$ cat config.mk
export PLATFORM = sky130hd
export DESIGN_NAME = mem_port_arbiter
export DESIGN_NICKNAME = d
export VERILOG_FILES = /design/src/rtl/mem_port_arbiter.sv
export SDC_FILE = /design/constraint.sdc
export NUM_CORES = 1
export LEC_CHECK = 0
export CORE_MARGIN = 2
export CORE_UTILIZATION = 34
export CTS_CLUSTER_SIZE = 12
export DETAILED_ROUTE_END_ITERATION = 7
export PLACE_DENSITY = 0.78
export SLEW_MARGIN = 20
export SYNTH_ARGS = -nofsm -noshare
export SYNTH_HDL_FRONTEND = slang
export SYNTH_SLANG_ARGS = --single-unit
export TNS_END_PERCENT = 20
$ cat constraint.sdc
create_clock -name clk -period 1.49 [get_ports clk]
set_clock_uncertainty 0.05 [all_clocks]
set_input_delay 0.298 -clock clk [delete_from_list [all_inputs] [get_ports clk]]
set_output_delay 0.298 -clock clk [all_outputs]
set_load 0.02 [all_outputs]
$ cat src/rtl/mem_port_arbiter.sv
`default_nettype none
// ============================================================================
//  Module      : mem_port_arbiter
//  Description : Two-port round-robin arbiter and sequencer for a single-port
//                256x16 memory with combinational read and write on the
//                rising clock edge. Port 0 is instruction fetch and port 1 is
//                the load/store unit. Each granted request owns the memory
//                for exactly one ACCESS cycle. Read data comes back one cycle
//                later through a registered, per-port valid pulse.
//
//  Ports       : clk, reset           - clock and synchronous active-high reset
//                req/we/addr/wdata[01] - request channel of each port
//                gnt0/gnt1             - one-cycle grant pulse (the ACCESS cycle)
//                valid0/valid1         - one-cycle read completion pulse
//                rdata                 - registered read data, shared by ports
//                err                   - one-cycle pulse, write blocked
//                mem_addr/mem_din/mem_wr/mem_dout - memory side
//
//  Build option: MEMARB_WRITE_PROTECT_EN - when defined, writes below
//                WP_LIMIT are granted but not committed, and err pulses.
//
//  Revision    : 1.0 - initial release
// ============================================================================
module mem_port_arbiter #(
    parameter logic [7:0] WP_LIMIT = 8'd48
) (
    input  logic        clk,
    input  logic        reset,
    input  logic        req0,
    input  logic        req1,
    input  logic        we0,
    input  logic        we1,
    input  logic [7:0]  addr0,
    input  logic [7:0]  addr1,
    input  logic [15:0] wdata0,
    input  logic [15:0] wdata1,
    output logic        gnt0,
    output logic        gnt1,
    output logic        valid0,
    output logic        valid1,
    output logic [15:0] rdata,
    output logic        err,
    output logic [7:0]  mem_addr,
    output logic [15:0] mem_din,
    output logic        mem_wr,
    input  logic [15:0] mem_dout
);

    typedef enum logic [0:0] {
        S_IDLE   = 1'b0,
        S_ACCESS = 1'b1
    } state_t;

    state_t      r_state;
    state_t      w_state_nxt;

    logic        r_last;       // port granted most recently
    logic        r_gnt0;
    logic        r_gnt1;
    logic        r_id;         // port owning the current ACCESS
    logic        r_we;         // captured write enable of the current ACCESS
    logic        r_blk;        // captured write was blocked by protection
    logic [7:0]  r_mem_addr;
    logic [15:0] r_mem_din;
    logic        r_mem_wr;
    logic [15:0] r_rdata;
    logic        r_valid0;
    logic        r_valid1;
    logic        r_err;

    logic        w_m0;
    logic        w_m1;
    logic        w_any;
    logic        w_win;
    logic        w_sel_we;
    logic [7:0]  w_sel_addr;
    logic [15:0] w_sel_wdata;
    logic        w_blk;
    logic        w_in_access;

    // ------------------------------------------------------------------
    // Arbitration and next state
    // ------------------------------------------------------------------
    always_comb begin
        w_in_access = (r_state == S_ACCESS);

        // The port being served right now is masked, so a requester that
        // is still holding req during its grant cycle is not served twice.
        w_m0 = req0 & ~(w_in_access & r_gnt0);
        w_m1 = req1 & ~(w_in_access & r_gnt1);
        w_any = w_m0 | w_m1;

        // Tie goes to the port that was not granted last.
        if (w_m0 && w_m1) begin
            w_win = ~r_last;
        end else begin
            w_win = w_m1;
        end

        w_sel_we    = w_win ? we1    : we0;
        w_sel_addr  = w_win ? addr1  : addr0;
        w_sel_wdata = w_win ? wdata1 : wdata0;

`ifdef MEMARB_WRITE_PROTECT_EN
        w_blk = w_sel_we & (w_sel_addr < WP_LIMIT);
`else
        // Protection absent: never block. The comparison is gated off and
        // only keeps the parameter referenced.
        w_blk = w_sel_we & (w_sel_addr < WP_LIMIT) & 1'b0;
`endif

        w_state_nxt = w_any ? S_ACCESS : S_IDLE;
    end

    // ------------------------------------------------------------------
    // State register
    // ------------------------------------------------------------------
    always_ff @(posedge clk) begin
        if (reset) begin
            r_state <= S_IDLE;
        end else begin
            r_state <= w_state_nxt;
        end
    end

    // ------------------------------------------------------------------
    // Capture, ACCESS outputs and completion
    // ------------------------------------------------------------------
    always_ff @(posedge clk) begin
        if (reset) begin
            r_last     <= 1'b1;
            r_gnt0     <= 1'b0;
            r_gnt1     <= 1'b0;
            r_id       <= 1'b0;
            r_we       <= 1'b0;
            r_blk      <= 1'b0;
            r_mem_addr <= 8'd0;
            r_mem_din  <= 16'd0;
            r_mem_wr   <= 1'b0;
            r_rdata    <= 16'd0;
            r_valid0   <= 1'b0;
            r_valid1   <= 1'b0;
            r_err      <= 1'b0;
        end else begin
            if (w_any) begin
                r_gnt0     <= ~w_win;
                r_gnt1     <= w_win;
                r_id       <= w_win;
                r_we       <= w_sel_we;
                r_blk      <= w_blk;
                r_mem_addr <= w_sel_addr;
                r_mem_din  <= w_sel_wdata;
                r_mem_wr   <= w_sel_we & ~w_blk;
                r_last     <= w_win;
            end else begin
                // Address and data hold their last values while idle.
                r_gnt0     <= 1'b0;
                r_gnt1     <= 1'b0;
                r_mem_wr   <= 1'b0;
            end

            // The edge ending ACCESS completes the access that owned it.
            r_valid0 <= w_in_access & ~r_we & ~r_id;
            r_valid1 <= w_in_access & ~r_we & r_id;
            r_err    <= w_in_access & r_we & r_blk;
            if (w_in_access && !r_we) begin
                r_rdata <= mem_dout;
            end
        end
    end

    assign gnt0     = r_gnt0;
    assign gnt1     = r_gnt1;
    assign valid0   = r_valid0;
    assign valid1   = r_valid1;
    assign rdata    = r_rdata;
    assign err      = r_err;
    assign mem_addr = r_mem_addr;
    assign mem_din  = r_mem_din;
    assign mem_wr   = r_mem_wr;

endmodule
`default_nettype wire
Word-level counts from Yosys, hierarchy flattened. Cells that the tools add are included.

Output and inout bits: 46. Bits in registers: 49. Word-level logic and storage cells: 36.

Reduce and logical (&&, ||, !) cells: 4. Bitwise logic cells: 15. Muxes and demuxes: 5.

Operators with widths (count): 16-bit 2-to-1 mux (1); 8-bit 2-to-1 mux (1); 1-bit bitwise AND (7); 1-bit inverter (7); 1-bit 2-to-1 mux (3); 1-bit logical AND (2); 2-bit OR reduction (1); 1-bit logical NOT (1); 1-bit bitwise OR (1).

Logic depth before layout (Yosys ltp). Gate-level depths: netlist of the first run.

Word-level depth: 6. Depth in mapped cells: 6. Mapped depth without buffers: 4.

Worst setup path after synthesis of the first run. OpenSTA, ideal clock, no wires.

Path kind: register to register. From: register r_gnt1 (netlist: gnt1). To: register r_mem_addr[0] (netlist: mem_addr[0]). Buffers on the path: 2. Library setup time: 0.146 ns. Setup slack: 0.028 ns. Stages on the path, launching flop included: 7. Arrival: 1.266 ns. Cell sequence: dfxtp_1 -> a21bo_2 -> and2_1 -> buf_4 -> buf_4 -> a21oi_1 -> a211oi_2.

Cells in the longest elaborated chain, start to end: 6. Elaborated cells between the ends (all ways): 7.

RTL lines: start: declaration (RTL line 59) `logic r_gnt1;`; start signal: assignment (RTL line 147) `r_gnt1 <= w_win;`; 1-bit bitwise AND * (RTL line 90) `w_m1 = req1 & ~(w_in_access & r_gnt1);`; 1-bit inverter * (RTL line 90); 1-bit bitwise AND * (RTL line 90); 1-bit logical AND (RTL line 94) `if (w_m0 && w_m1) begin`; 1-bit 2-to-1 mux (RTL line 94); 8-bit 2-to-1 mux (RTL line 101) `w_sel_addr = w_win ? addr1 : addr0;`; end signal: assignment (RTL line 151) `r_mem_addr <= w_sel_addr;`; end: declaration (RTL line 63) `logic [7:0] r_mem_addr;`.

Mark *: on every way between the ends. The rest lies on a longest branch, timed or not. A chain may end at the register's enable or synchronous reset.

Worst setup path in the final report of the first run.
From: input req0. To: register r_mem_din[6] (netlist: mem_din[6]).

Cells in the longest elaborated chain, start to end: 4. Elaborated cells between the ends (all ways): 5.

RTL lines: start: declaration (RTL line 29) `input logic req0,`; 1-bit bitwise AND * (RTL line 89) `w_m0 = req0 & ~(w_in_access & r_gnt0);`; 1-bit logical AND (RTL line 94); 1-bit 2-to-1 mux (RTL line 94); 16-bit 2-to-1 mux (RTL line 102) `w_sel_wdata = w_win ? wdata1 : wdata0;`; end signal: assignment (RTL line 152) `r_mem_din <= w_sel_wdata;`; end: declaration (RTL line 64) `logic [15:0] r_mem_din;`.

Marked as above.

==> summary.txt, run 1 <==
OUTCOME
------------------------------------------------------------------------------------------
Status ...................................................................... complete, but fails checks
Failing checks .............................................................. setup timing

STA
------------------------------------------------------------------------------------------
Max Slew Vio Count ..........................................................            0
Final period demand of the worst path .......................................     1.500 ns
Count of endpoints failing hold in the final timing report ..................            0
Highest attainable clock frequency ..........................................    666.7 MHz
Actual slew at the worst max-slew pin .......................................    0.6846 ns
Period utilization ..........................................................       100.7%
Worst slew margin relative to its limit .....................................       54.36%
Setup repair after global routing missed its margin .........................          yes
Minimum setup slack in the final design ..................................... -0.009902 ns
Worst hold slack ............................................................    0.4047 ns
Final count of negative-setup-slack endpoints ...............................            3

CRITICAL PATH
------------------------------------------------------------------------------------------
Setup crit start kind ....................................................... primary input
Critical path type .......................................................... primary input to register
R2R setup slack .............................................................      0.06 ns
Crit. path cell count .......................................................            7
Worst EP required ...........................................................      1.63 ns
Slowest cell delay on critical path .........................................      0.47 ns
Capturing element type of the critical path .................................     register
Reg2Reg Capture Point .......................................................  mem_din[10]
Slowest CP cell ............................................................. sky130_fd_sc_hd__clkdlybuf4s50_1
Crit. Startpoint ............................................................         req0
Crit Reg-Reg Startpoint .....................................................      r_state
Sequence of cells on the critical path ...................................... clkdlybuf4s50_1 > a21boi_4 > a21oi_4 > buf_12 > clkbuf_16 > a21oi_1 > a211oi_2
CP Buf/Inv Count ............................................................            3
Critical Path Sink ..........................................................   mem_din[6]
Crit path max-delay family .................................................. buffers and inverters
Arrival time of data at the critical path endpoint ..........................      1.64 ns
Maximum fanout along the worst path .........................................            5
Length in cells of the worst reg-to-reg path ................................            6

LAYOUT
------------------------------------------------------------------------------------------
Layout overhead on the synthesized area .....................................       76.12%
Nets@finish .................................................................          423
Final core utilization ......................................................       62.87%
Total area of multi-input combinational cells ...............................     1001 µm²
Diodes inserted .............................................................            0
Fill cell count .............................................................          516
Sequential cell area ........................................................    982.2 µm²
Proportion of layout cells with a drive suffix above 1 ......................       18.36%

FLOW RUN
------------------------------------------------------------------------------------------
Max-cap violations ..........................................................            0

GRT
------------------------------------------------------------------------------------------
First-pass GRT wire length ..................................................     9.114 mm
Pin count of the biggest net entering global routing ........................           50
Vias in the first global route ..............................................        2,015
GRT Resource Usage Total ....................................................       17.96%
Initial antenna violation count .............................................            0
Remaining global-route overflow .............................................            0

ROUTE
------------------------------------------------------------------------------------------
First-pass detailed-route iteration total ...................................            4
Detailed Route Iter0 Violations .............................................           92
Mean routed wirelength per cell .............................................     14.45 µm
Post-detailed-routing wire length ...........................................     6.156 mm
Post-route antenna net violation count ......................................            0
Routed via count ............................................................        2,054
# DRC .......................................................................            0
Number of vias per cell .....................................................        4.822

YOSYS
------------------------------------------------------------------------------------------
Post-Syn Instances ..........................................................          236
Number of nets produced by synthesis ........................................          306
Share of the synthesized area in the top cell type ..........................       49.00%
Register bit count reported by yosys ........................................           49
Area leader, netlist ........................................................ sky130_fd_sc_hd__dfxtp_1
Total standard cell area after synthesis ....................................     2002 µm²
Average footprint of a synthesized cell .....................................    8.483 µm²
Distinct cells, synth .......................................................           20
Top cells by area in the synthesized netlist ................................ sky130_fd_sc_hd__dfxtp_1, sky130_fd_sc_hd__nand2_1, sky130_fd_sc_hd__a211oi_2, sky130_fd_sc_hd__a21oi_1, sky130_fd_sc_hd__nor2_1
Portion of the post-synthesis area used by sequential elements ..............       49.00%
Number of warnings reported in the yosys synthesis log ......................            0

CTS
------------------------------------------------------------------------------------------
CTS Buffer Depth ............................................................            2
Number of levels the H-tree was split into ..................................            2
Number of hold buffers added after cts ......................................            0
Insertion delay to the later sink of the worst-skew pair ....................      0.30 ns
Clock edge transition at the registers on the reported setup and hold paths .      0.09 ns
CTS tree ....................................................................          yes
Count of clock tree sinks ...................................................           49
Clock Root Buffer ........................................................... sky130_fd_sc_hd__clkbuf_8
Cts bufs inserted ...........................................................            5

POWER AND IR DROP
------------------------------------------------------------------------------------------
Sequential share of power ...................................................        44.0%
Net Sw Frac .................................................................       28.60%
Peak supply drop ............................................................    0.4703 mV
Internal power summed over all cells ........................................     2.394 mW
Power density over the cells ................................................ 950.9 nW/µm²
Clock group share of total power ............................................        28.1%
Combinational cell fraction of total power ..................................        27.8%
Total leakage power .........................................................     1.535 nW
NetSw .......................................................................    0.9590 mW

FLOORPLAN
------------------------------------------------------------------------------------------
Area of the die .............................................................     6518 µm²
Number of top-level design ports ............................................          116
Chip height .................................................................     80.74 µm
Core area ...................................................................     5608 µm²
Die width ...................................................................     80.74 µm
Number of cell rows .........................................................           27
Initial core utilization ....................................................       35.70%

MIN PATH
------------------------------------------------------------------------------------------
Class of the most critical hold timing path ................................. register to register

PLACE
------------------------------------------------------------------------------------------
Port Buffers ................................................................          114
GPL Wtd Cong ................................................................       0.7655
HPWL after detailed placement ...............................................     4.068 mm

metrics by stage:
stage	total power, mW	worst slack, ns	cell area, µm²	TNS (ns)	instances
after global placement	2.391	-0.2926	3256	-7.792	413
after CTS	3.282	-0.01647	3314	-0.04752	421
after global routing	3.531	-0.05489	3526	-0.5529	426
final	3.353	-0.009902	3526	-0.01756	426
after floorplan	1.935	0.02769	2002	0	236
after detailed placement	2.406	-0.3355	3256	-8.731	413
area by class of cell:
class	count	area share [%]
clock inverter	3	1.313
timing repair buffer	130	37.93
sequential	49	27.86
tap	72	2.555
multi-input combinational	167	28.39
clock buffer	5	1.952
cells in the mapped netlist (all sizes together):
cell / count
nor3b: 1
conb: 1
mux2i: 1
nor2: 27
a21o: 1
nor3: 3
nor2b: 1
a21oi: 43
clkbuf: 8
dfxtp: 49
a21bo: 2
a211oi: 25
and2: 1
nand2b: 1
nand2: 59
a21boi: 1
buf: 12
power by group through the flow:
stage | clock, mW | combinational (mW) | sequential (mW)
2_1_floorplan | 0 | 0.314 | 1.62
3_3_place_gp | 0 | 0.888 | 1.50
3_5_place_dp | 0 | 0.901 | 1.50
4_1_cts | 0.975 | 0.835 | 1.47
5_1_grt | 1.04 | 1.00 | 1.49
6_report | 0.944 | 0.933 | 1.48
tightest hold or removal path: cells and delay by family, from the launching register on:
family / cells / cell delay (ns)
AO/OA/AOI/OAI: 1 / 0.05
flip-flops: 1 / 0.32
AND/OR/NAND/NOR: 1 / 0.05
how the worst min path moves through the flow:
stage	start	to	slack, ns	depth (start not counted)
4_1_cts	reset	r_state	0.40	3
6_report	rdata[0]	rdata[0]	0.40	2
2_1_floorplan	r_id	valid0	0.37	1
5_1_grt	reset	mem_din[5]	0.41	3
3_3_place_gp	rdata[11]	rdata[11]	0.39	2
3_5_place_dp	rdata[0]	rdata[0]	0.40	2
flip-flops by register name, indices dropped and copies added, names as in the netlist:
register and flops:
r_id 1, gnt1 1, r_we 1, r_last 1
mem_wr 1, gnt0 1, valid1 1, valid0 1
mem_din 16, r_state 1, rdata 16, mem_addr 8
layout by cell type, fill, tap and decap left out, drive strengths merged, types with 2 or more instances in the layout:
master	count
a211oi	25
a21bo	2
a21oi	43
buf	14
clkbuf	8
clkdlybuf4s50	67
dfxtp	49
dlygate4sd2	45
nand2	59
nor2	27
nor3	3
routing by layer:
metal	global-route usage, %	share of wire, %	vias up
met5	0	0	-
met4	7.119	1.5	0
met3	3.889	5.4	6
met2	31.33	49	70
met1	21.52	44	954
li1	-	-	1024
repair_timing:
item,4_1_cts,5_1_grt
setup endpoints to repair,53,28
hold endpoints to repair,0,0
setup buffers,0,1
pin swaps,1,13
resized for setup,45,27
gates cloned,0,4
kinds of logic (layout without fill, tap and decap cells):
kind of cell	Yosys count	in the layout	synth area share [%]
DFF	49	49	49.00
AOI/OAI and AO/OA	72	72	26.88
buffers and inverters	20	138	5.250
and+or+nand+nor	93	93	18.19
muxes	1	1	0.5000
other	1	1	0.1873
Power figures use the tool's default switching activity.
==> run 2, diff against run 1 <==
--- a/config.mk
+++ b/config.mk
@@ -5,7 +5,7 @@
 export SDC_FILE = /design/constraint.sdc
 export NUM_CORES = 1
 export LEC_CHECK = 0
-export CORE_MARGIN = 2
+export CORE_MARGIN = 1.5
 export CORE_UTILIZATION = 34
 export CTS_CLUSTER_SIZE = 12
 export DETAILED_ROUTE_END_ITERATION = 7
==> run 2 against run 1 <==
The flow still finishes with violations (setup timing). Sequential power about the same. Global-route usage is essentially flat. Cell area shrank 3.4%. Critical path type unchanged. Highest routed layer unchanged.
==> summary.txt, run 2 (synthesis results as in run 1) <==
ROUTE
------------------------------------------------------------------------------------------
Number of vias per cell .....................................................        4.787
Post-route antenna net violation count ......................................            0
Post-detailed-routing wire length ...........................................     5.685 mm
First-pass detailed-route iteration total ...................................            4
Routed via count ............................................................        2,025
# DRC .......................................................................            0
Detailed Route Iter0 Violations .............................................           58
Mean routed wirelength per cell .............................................     13.44 µm

CRITICAL PATH
------------------------------------------------------------------------------------------
Crit path max-delay family .................................................. buffers and inverters
Critical path type .......................................................... primary input to register
Crit Reg-Reg Startpoint .....................................................      r_state
Sequence of cells on the critical path ...................................... clkdlybuf4s50_1 > a21bo_2 > and2_1 > buf_12 > a21oi_1 > a211oi_2
CP Buf/Inv Count ............................................................            2
Setup crit start kind ....................................................... primary input
Slowest cell delay on critical path .........................................      0.47 ns
Worst EP required ...........................................................      1.63 ns
Arrival time of data at the critical path endpoint ..........................      1.64 ns
Maximum fanout along the worst path .........................................           18
Slowest CP cell ............................................................. sky130_fd_sc_hd__clkdlybuf4s50_1
R2R setup slack .............................................................      0.08 ns
Reg2Reg Capture Point .......................................................  mem_addr[1]
Capturing element type of the critical path .................................     register
Length in cells of the worst reg-to-reg path ................................            5

PLACE
------------------------------------------------------------------------------------------
Port Buffers ................................................................          114
GPL Wtd Cong ................................................................       0.7742
Number of instances in the placed design ....................................          415
HPWL after detailed placement ...............................................     4.244 mm

STA
------------------------------------------------------------------------------------------
Worst hold slack ............................................................    0.3400 ns
Minimum setup slack in the final design ..................................... -0.002476 ns
Highest attainable clock frequency ..........................................    670.0 MHz
Final period demand of the worst path .......................................     1.492 ns
Count of endpoints failing hold in the final timing report ..................            0
Final count of negative-setup-slack endpoints ...............................            2
Period utilization ..........................................................       100.2%
Setup repair after global routing missed its margin .........................          yes
Max Slew Vio Count ..........................................................            0

GRT
------------------------------------------------------------------------------------------
Pin count of the biggest net entering global routing ........................           23
Initial antenna violation count .............................................            0
Vias in the first global route ..............................................        1,986
GRT Resource Usage Total ....................................................       17.93%
Remaining global-route overflow .............................................            0
First-pass GRT wire length ..................................................     8.935 mm

POWER AND IR DROP
------------------------------------------------------------------------------------------
Peak supply drop ............................................................    0.6409 mV
Total leakage power .........................................................     1.484 nW
Power density over the cells ................................................ 967.0 nW/µm²

LAYOUT
------------------------------------------------------------------------------------------
Fill cell count .............................................................          516
Most frequent cells in the layout ........................................... sky130_fd_sc_hd__clkdlybuf4s50_1, sky130_fd_sc_hd__nand2_1, sky130_fd_sc_hd__dfxtp_1
Leading cell type in the layout, fill and taps excluded ..................... sky130_fd_sc_hd__clkdlybuf4s50_1
Layout overhead on the synthesized area .....................................       70.13%
Nets@finish .................................................................          420
Count of non-filler cells in the finished layout ............................          423
Total area of multi-input combinational cells ...............................    965.9 µm²
Proportion of layout cells with a drive suffix above 1 ......................       15.38%
Sequential cell area ........................................................    982.2 µm²
Diodes inserted .............................................................            0

CTS
------------------------------------------------------------------------------------------
Number of levels the H-tree was split into ..................................            2
CTS tree ....................................................................          yes
Insertion delay to the later sink of the worst-skew pair ....................      0.30 ns
Clock edge transition at the registers on the reported setup and hold paths .      0.09 ns
Clock Root Buffer ........................................................... sky130_fd_sc_hd__clkbuf_8
Count of clock tree sinks ...................................................           49
Number of hold buffers added after cts ......................................            0
CTS Buffer Depth ............................................................            2
Setup Fix Bufs, Post-CTS ....................................................            0
Cts bufs inserted ...........................................................            5

FLOORPLAN
------------------------------------------------------------------------------------------
Core area ...................................................................     5608 µm²
Initial core utilization ....................................................       35.70%
Chip height .................................................................     79.74 µm
Die width ...................................................................     79.74 µm
Area of the die .............................................................     6358 µm²
Number of cell rows .........................................................           27
Number of top-level design ports ............................................          116

OUTCOME
------------------------------------------------------------------------------------------
Failing checks .............................................................. setup timing
Status ...................................................................... complete, but fails checks

MIN PATH
------------------------------------------------------------------------------------------
Class of the most critical hold timing path ................................. primary input to register
Beginning of the worst hold path ............................................        reset
End point of the worst hold path ............................................         gnt1
Number of stages on the worst hold path .....................................            2

FLOW RUN
------------------------------------------------------------------------------------------
Max-cap violations ..........................................................            0

## run 2: cell types whose count changed in the layout (fill, tap and decap cells not counted), sizes merged
cell / delta
dlymetal6s2s: -1
clkbuf: -3
clkdlybuf4s50: +1
## run 2: routing by layer
metal / track usage (%) / up-vias / part of all wire [%] / wire length, µm
met3: 4.457 / 6 / 5.9 / 337
met1: 20.97 / 934 / 43 / 2469
li1: - / 1019 / - / -
met2: 32.03 / 66 / 49 / 2802
met5: 0 / - / 0 / 0
met4: 5.517 / 0 / 1.3 / 76
## run 2: where the power goes
group	internal [mW]	switching (mW)
clock network	0.503	0.449
logic	0.435	0.433
registers	1.42	0.0564
## run 2: repair_timing
| item | CTS | global route |
|---|---|---|
| pin swaps | 1 | 3 |
| endpoints found under the setup margin | 62 | 21 |
| resized for setup | 48 | 9 |
## run 2: cell type report
| type | count | area share, % |
|---|---|---|
| clock buffers | 5 | 2.021 |
| flip-flops and latches | 49 | 28.84 |
| well taps | 72 | 2.645 |
| clock inverters | 3 | 1.359 |
| repair buffers | 127 | 36.77 |
| multi-input cells | 167 | 28.36 |
## run 2: worst max path at each step
stage	depth (start not counted)	end	startpoint	slack, ns
5_1_grt	6	mem_din[14]	req0	-0.06
3_5_place_dp	6	mem_addr[2]	req0	-0.37
3_3_place_gp	6	mem_addr[6]	req0	-0.30
6_report	6	mem_din[14]	req0	-0.002
4_1_cts	6	mem_din[11]	req0	0.002
2_1_floorplan	6	mem_addr[0]	gnt1	0.03
## run 2: stage by stage
stage | power [mW] | worst slack (ns) | utilization, % | TNS [ns] | instance area [µm²]
6_report | 3.293 | -0.002476 | 60.73 | -0.003737 | 3406
5_1_grt | 3.468 | -0.06046 | 60.73 | -0.2812 | 3406
4_1_cts | 3.316 | 0.002469 | 60.11 | 0 | 3371
3_5_place_dp | 2.425 | -0.3676 | 58.77 | -9.252 | 3296
3_3_place_gp | 2.410 | -0.2975 | 58.77 | -7.954 | 3296
2_1_floorplan | 1.935 | 0.02769 | - | 0 | 2002
==> run 3, diff against run 2 <==
--- a/config.mk
+++ b/config.mk
@@ -10,7 +10,6 @@
 export CTS_CLUSTER_SIZE = 12
 export DETAILED_ROUTE_END_ITERATION = 7
 export PLACE_DENSITY = 0.78
-export SLEW_MARGIN = 20
 export SYNTH_ARGS = -nofsm -noshare
 export SYNTH_HDL_FRONTEND = slang
 export SYNTH_SLANG_ARGS = --single-unit
==> results of run 3 <==
The final DEF is identical to that of run 2; final timing and power are the same.
